==> src/rtl/draw_engine.sv <==
// Frame-buffer draw engine: turns write/read/fill-rect commands into a stream of
// single-pixel requests on the memory handshake, clipping against the visible screen.
module draw_engine #(
    parameter int SCREEN_WIDTH  = 320,
    parameter int SCREEN_HEIGHT = 240
) (
    input  logic       clock,
    input  logic       reset,
    input  logic       cmdValid,
    output logic       cmdReady,
    input  logic [1:0] cmdOp,
    input  logic [8:0] cmdX,
    input  logic [7:0] cmdY,
    input  logic [8:0] cmdWidth,
    input  logic [7:0] cmdHeight,
    input  logic [7:0] cmdColor,
    output logic [7:0] readData,
    output logic       readDataValid,
    output logic       busy,
    output logic [8:0] memoryXCoord,
    output logic [7:0] memoryYCoord,
    output logic       memoryWriteRequest,
    output logic       memoryReadRequest,
    output logic [7:0] memoryWriteData,
    input  logic [7:0] memoryReadData,
    input  logic       memoryWriteComplete,
    input  logic       memoryReadComplete
);

    typedef enum logic [2:0] {
        IDLE,
        WRITE,
        READ,
        STEP,
        RESPOND
    } state_t;

    localparam logic [1:0] OP_WRITE = 2'd0;
    localparam logic [1:0] OP_READ  = 2'd1;
    localparam logic [1:0] OP_FILL  = 2'd2;

    state_t      stateReg, stateNext;
    logic [8:0]  xStartReg;
    logic [8:0]  xReg;
    logic [7:0]  yReg;
    logic [9:0]  xEndReg;
    logic [8:0]  yEndReg;
    logic [7:0]  colorReg;
    logic [7:0]  readDataReg;

    logic        accept;
    logic        clipped;
    logic [9:0]  xRoom;
    logic [8:0]  yRoom;
    logic [9:0]  reqWidth;
    logic [8:0]  reqHeight;
    logic [9:0]  effWidth;
    logic [8:0]  effHeight;
    logic        zeroSize;
    logic        rowDone;
    logic        lastPixel;

    assign cmdReady = (stateReg == IDLE) && !reset;
    assign accept   = cmdValid && cmdReady;

    // Clip arithmetic is one bit wider than the coordinates so sums never wrap.
    assign clipped   = ({1'b0, cmdX} >= 10'(SCREEN_WIDTH)) || ({1'b0, cmdY} >= 9'(SCREEN_HEIGHT));
    assign xRoom     = 10'(SCREEN_WIDTH) - {1'b0, cmdX};
    assign yRoom     = 9'(SCREEN_HEIGHT) - {1'b0, cmdY};
    assign reqWidth  = (cmdOp == OP_FILL) ? {1'b0, cmdWidth}  : 10'd1;
    assign reqHeight = (cmdOp == OP_FILL) ? {1'b0, cmdHeight} : 9'd1;
    assign effWidth  = clipped ? 10'd0 : ((reqWidth < xRoom) ? reqWidth : xRoom);
    assign effHeight = clipped ? 9'd0 : ((reqHeight < yRoom) ? reqHeight : yRoom);
    assign zeroSize  = (effWidth == 10'd0) || (effHeight == 9'd0);

    assign rowDone   = ({1'b0, xReg} + 10'd1) >= xEndReg;
    assign lastPixel = rowDone && (({1'b0, yReg} + 9'd1) >= yEndReg);

    always_comb begin
        stateNext = stateReg;
        case (stateReg)
            IDLE: begin
                if (accept) begin
                    case (cmdOp)
                        OP_WRITE, OP_FILL: stateNext = zeroSize ? IDLE : WRITE;
                        OP_READ:           stateNext = clipped ? RESPOND : READ;
                        default:           stateNext = IDLE;
                    endcase
                end
            end
            WRITE:   if (memoryWriteComplete) stateNext = STEP;
            READ:    if (memoryReadComplete)  stateNext = RESPOND;
            STEP:    stateNext = lastPixel ? IDLE : WRITE;
            RESPOND: stateNext = IDLE;
            default: stateNext = IDLE;
        endcase
    end

    always_ff @(posedge clock) begin
        if (reset) begin
            stateReg    <= IDLE;
            xStartReg   <= '0;
            xReg        <= '0;
            yReg        <= '0;
            xEndReg     <= '0;
            yEndReg     <= '0;
            colorReg    <= '0;
            readDataReg <= '0;
        end else begin
            stateReg <= stateNext;
            if (accept) begin
                xStartReg <= cmdX;
                xReg      <= cmdX;
                yReg      <= cmdY;
                xEndReg   <= {1'b0, cmdX} + effWidth;
                yEndReg   <= {1'b0, cmdY} + effHeight;
                colorReg  <= cmdColor;
                if (cmdOp == OP_READ && clipped) begin
                    readDataReg <= '0;
                end
            end
            if (stateReg == READ && memoryReadComplete) begin
                readDataReg <= memoryReadData;
            end
            // Raster advance: wrap to the start column and move down a row.
            if (stateReg == STEP) begin
                if (!rowDone) begin
                    xReg <= xReg + 9'd1;
                end else begin
                    xReg <= xStartReg;
                    yReg <= yReg + 8'd1;
                end
            end
        end
    end

    assign memoryWriteRequest = (stateReg == WRITE);
    assign memoryReadRequest  = (stateReg == READ);
    assign memoryXCoord       = xReg;
    assign memoryYCoord       = yReg;
    assign memoryWriteData    = colorReg;
    assign readData           = readDataReg;
    assign readDataValid      = (stateReg == RESPOND);
    assign busy               = (stateReg != IDLE);

endmodule

==> config.mk <==
export PLATFORM = sky130hd
export DESIGN_NAME = draw_engine
export DESIGN_NICKNAME = d
export VERILOG_FILES = /design/src/rtl/draw_engine.sv
export SDC_FILE = /design/constraint.sdc
export NUM_CORES = 1
export LEC_CHECK = 0
export ABC_AREA = 1
export BUFFER_PORTS_ARGS = -buffer_cell sky130_fd_sc_hd__buf_2
export CAP_MARGIN = 20
export CORE_MARGIN = 2
export CORE_UTILIZATION = 39
export CTS_BUF_LIST = sky130_fd_sc_hd__clkbuf_8
export DETAILED_ROUTE_END_ITERATION = 16
export PLACE_DENSITY_LB_ADDON = 0.2
export SYNTH_ARGS = -nofsm -noshare
export SYNTH_HDL_FRONTEND = slang
export SYNTH_SLANG_ARGS = --single-unit
==> constraint.sdc <==
create_clock -name clock -period 5.5 [get_ports clock]
set_input_delay 1.1 -clock clock [delete_from_list [all_inputs] [get_ports clock]]
set_output_delay 1.1 -clock clock [all_outputs]
set_load 0.02 [all_outputs]
==> Word-level counts from Yosys, hierarchy flattened <==
Index checks and enable logic that the tools add are counted.
{ "totals": {"register_bits": 64, "latch_bits": 0, "mem_bits_rw": 0, "romBits": 0, "input_bits": 57, "out_inout_bits": 38, "word_cells": 73, "n_memories": 0} }
{ "op_classes": {"addsub": 8, "multipliers": 0, "div": 0, "order_cmp": 6, "n_eq_ne": 9, "shift": 0, "muxes": 23, "n_bitwise": 0, "reduce_logical": 19} }
{ "ops": {"columns": ["op", "n"], "rows": [
  ["$mux 8", 7],
  ["$mux 9", 6],
  ["$mux 10", 2],
  ["$mux 3", 4],
  ["$pmux 3 s4", 1],
  ["$add 9x1->10 const B", 1],
  ["$add 9x10->10", 1],
  ["$ge 10x10->1", 1],
  ["$logic_not 10->1", 1],
  ["$lt 9x10->1", 1],
  ["$sub 9x9->10 const A", 1],
  ["$add 8x1->9 const B", 1],
  ["$add 8x9->9", 1],
  ["$add 9x1->9 const B", 1],
  ["$ge 9x9->1", 1],
  ["$ge 9x9->1 const B", 1],
  ["$logic_not 9->1", 1],
  ["$lt 8x9->1", 1],
  ["$sub 8x8->9 const A", 1],
  ["$add 8x1->8 const B", 1],
  ["$ge 8x8->1 const B", 1],
  ["$eq 3x2->1 const B", 2],
  ["$pmux 3 s2", 1],
  ["$reduce_bool 2->1", 3],
  ["16 further kinds", 23]
]} }

==> Depth between registers and ports, before layout <==
{ "logic_depth": {"depth_word": 11, "mapped_depth": 29, "mapped_depth_nobuf": 28} }

==> Worst setup path after synthesis <==
Ideal clock, no wire load.
{ "synth_timing": {"kind": "input-to-reg", "start": "input cmdX[1]", "end": "register xEndReg[8]", "setup_time_ps": 115, "arrival_ps": 4555, "required_time_ps": 5385, "slack_ps": 829, "cell_stages": 27, "path_buffers": 0, "path_cell_list": "inv_1 -> ha_1 -> nand2_1 -> nor2_1 -> nand3_1 -> a21oi_1 -> xnor2_1 -> ha_1 -> inv_1 -> nor2_1 -> o21ai_2 -> nand2_4 -> nand2_1 -> nand2_1 -> nor2_1 -> ha_1 -> inv_1 -> fa_1 -> o21ai_0 -> nand2_1 -> nand2_1 -> a21oi_1 -> o21ai_0 -> a21oi_1 -> xnor2_1 -> o21ai_0 -> inv_1"} }
{ "synth_via": {"elab_chain_cells": 5, "word_cells_on_any_way": 7, "classes_between": "2 x add/sub; 2 x order compare; 2 x mux; 1 x reduce/logical"} }
{ "synth_lines": {"columns": ["item", "line_no", "text"], "rows": [
  ["start: declaration", "12", "input logic [8:0] cmdX,"],
  ["$sub 9x9->10", "68", "assign xRoom = 10'(SCREEN_WIDTH) - {1'b0, cmdX};"],
  ["$lt 9x10->1", "72", "assign effWidth = clipped ? 10'd0 : ((reqWidth < xRoom) ? reqWidth : xRoom);"],
  ["$mux 10 (2 in series)", "72", null],
  ["$add 9x10->10 *", "115", "xEndReg <= {1'b0, cmdX} + effWidth;"],
  ["end signal: assignment", "115", null],
  ["end: declaration", "46", "logic [9:0] xEndReg;"]
]} }
Every way passes the cells marked *; elsewhere a longest branch is shown, timed or not.
A chain may end at the register's enable or synchronous reset.

==> Worst setup path in the final report <==
Same ends and word-level chain as after synthesis.

==> flow_metrics.env <==
export IMPL_routed_wl_um=13300
export IMPL_synth_main_ff_cell="dfxtp_1"
export IMPL_final_cell_mix="nand2_1 (199), inv_1 (117), buf_2 (94)"
export IMPL_finalMaxSlewViolations=0
export IMPL_clk_latency_ps=360
export IMPL_cts_resized=0
export IMPL_num_rows=41
export IMPL_gp_congestion=0.8601
export IMPL_finClkSkew_ps=9.017
export IMPL_vias=4929
export IMPL_worstPathRequired_ps=5750
export IMPL_post_synth_num_cell_types=49
export IMPL_slew_headroom_pct=41.05
export IMPL_drive_above_1_share_pct=15.99
export IMPL_start_kind="primary input"
export IMPL_grt_max_degree=63
export IMPL_worstPathMaxFanout=10
export IMPL_htree_num_levels=3
export IMPL_comb_power_share_pct=46.5
export IMPL_pwr_share_clk_pct=20.0
export IMPL_grt_total_usage_pct=19.72
export IMPL_tightest_slew_ps=878.8
export IMPL_via_per_inst=4.762
export IMPL_area_growth_pct=15.60
export IMPL_hp_class="register to register"
export IMPL_yosys_warnings=0
export IMPL_clkSinkCount=64
export IMPL_ys_top_cells_by_area="dfxtp_1 (25%), nand2_1 (15%), ha_1 (14%)"
export IMPL_worstSetupPathType="primary input to register"
export IMPL_cts_tree="built"
export IMPL_endpoint_kind="register"
export IMPL_post_cts_buffers=0
export IMPL_final_util_pct=46.40
export IMPL_pwr_share_seq_pct=33.5
export IMPL_cpMostUsedCell="nand2_1"
export IMPL_slowest_delay_ps=390
export IMPL_period_needed_ps=4870
export IMPL_postCtsHoldBufs=0
export IMPL_syn_nets=884
export IMPL_syn_area_um2=5086
export IMPL_dr_pass1_iters=4
export IMPL_yosys_area_top_type="dfxtp_1"
export IMPL_wl_per_cell_um=12.85
export IMPL_ys_seq_elements=64
export IMPL_path_clk_slew_ps=80
export IMPL_hold_viol=0
export IMPL_synth_seq_area_share_pct=25.19
export IMPL_drtAntennaViolNets=0
export IMPL_min_period_over_period_pct=88.54
export IMPL_intPower_uw=1017
export IMPL_max_cap_viol_count=0
export IMPL_grt_ovfl_total=0
export IMPL_async_flop_share_pct=0
export IMPL_die_x_um=118.2
export IMPL_p_switching_uw=821.9
export IMPL_fin_setup_tns_ps=0
export IMPL_die_h_um=118.2
export IMPL_coreArea_um2=12670
export IMPL_fmax_ghz=0.2054
export IMPL_clk_path_buf_depth=2
export IMPL_crit_arrival_ps=5120
export IMPL_hpwlAfterDp_um=10420
export IMPL_nets=972
export IMPL_finalSetupViolations=0
export IMPL_root_buffer="clkbuf_8"
export IMPL_status="completed"
export IMPL_diodes=0
export IMPL_pwr_density_cell_nw_per_um2=312.8
export IMPL_irDropWorstVdd_mv=0.1139
export IMPL_rsz0062_at_grt="no"
export IMPL_swShare_pct=44.69
export IMPL_grt_pass1_wl_um=22590
export IMPL_drt_iter0_markers=281
export IMPL_crit_slowest_cell="fa_1"
export IMPL_pin_count=95
export IMPL_floorplan_initialDensity_pct=40.14
export IMPL_cp_top_family="compound AO/OA/AOI/OAI gates"
export IMPL_io_buffers=94
export IMPL_cts_buffers=9
export IMPL_yosys_area_top_type_share_pct=25.19
export IMPL_layout_commonest_cell="nand2_1"
export IMPL_r2r_slack_ps=2420
export IMPL_syn_area_per_cell_um2=6.605
export IMPL_leakage_uw=0.003188
export IMPL_synthCells=770
export IMPL_grt_pass1_vias=4622
export IMPL_synth_edf_count=0
export IMPL_dieArea_um2=13970
export IMPL_drc=0
export IMPL_cp_num_buf_inv=5
export IMPL_antenna_found_initial=0
## registers in the layout, indices dropped and copies added (netlist names)
name and cells:
memoryWriteData 8, memoryXCoord 9, memoryYCoord 8, readData 8, stateReg 3, xEndReg 10, xStartReg 9, yEndReg 9
## worst paths after layout
check                   from         endpoint  cells after the start
max reg2reg  memoryXCoord[0]  memoryYCoord[4]                     15
max                  cmdX[1]       xEndReg[8]                     28
min reg2reg      readData[1]      readData[1]                      2
min              readData[1]      readData[1]                      2
## synthesized netlist by cell type (2+ instances only)
cell,count
nor2_1,46
nor3b_1,2
o21a_1,2
o21ai_2,2
clkbuf_1,14
nand3_1,70
a31oi_1,10
xnor2_1,4
a211oi_1,2
ha_1,55
a21o_1,3
a21oi_2,3
o31ai_1,2
or2_2,2
nor2_2,2
nand2_2,3
buf_2,4
nor3_1,5
nand4_1,3
o211ai_1,5
o21ai_0,39
dfxtp_1,64
o32ai_1,3
nand2_1,199
nand3b_1,2
clkinv_1,2
o21bai_1,2
a21oi_1,55
fa_1,2
o2111ai_1,2
xor2_1,24
inv_2,3
inv_1,117
a32o_1,2
## power by group through the flow
stage	clock network, uW	logic, uW	registers (uW)
3_3_place_gp	0	853	623
6_report	368	855	616
4_1_cts	377	858	615
3_5_place_dp	0	854	625
5_1_grt	400	971	629
2_1_floorplan	0	580	664
## stage by stage
step | worst slack, ps | hold slack (ps) | instances | power, uW | cell area, um^2
CTS | 630.3 | 466.4 | 1035 | 1851 | 5879
finish | 630.4 | 464.6 | 1035 | 1839 | 5879
floorplan | 829.2 | 435.5 | 770 | 1244 | 5086
global route | 128.9 | 478.4 | 1035 | 2000 | 5879
detailed placement | 253.4 | 449.3 | 1019 | 1480 | 5707
global placement | 375.3 | 447.4 | 1019 | 1477 | 5707
## tightest hold or removal path, delay by kind of cell, from the launching register on
family,cells,cell delay (ps)
DFF,1,320
AOI/OAI and AO/OA,1,50
and+or+nand+nor,1,60
## layout make-up
| cell class | instances | area, um^2 |
|---|---|---|
| clock inverters | 7 | 48.80 |
| repair buffers | 97 | 493.0 |
| clock buffers | 9 | 123.9 |
| inverters | 123 | 466.7 |
| multi-input cells | 563 | 3251 |
| fillers | 1371 | 6792 |
| flip-flops and latches | 64 | 1281 |
| well taps | 172 | 215.2 |
## per-layer routing
metal,wire [um],GRT usage (%),part of all wire (%)
met5,0,0,0
met3,380,3.330,2.9
met1,6949,28.13,52
met4,136,4.970,1.0
met2,5831,30.78,44
## cell families after synthesis
group	share of synthesized area, %
simple gates	28.66
buf+inv	10.90
compound gates	16.11
flops	25.19
fa+ha+maj	14.32
xor+xnor	4.822
Power figures use the tool's default switching activity.
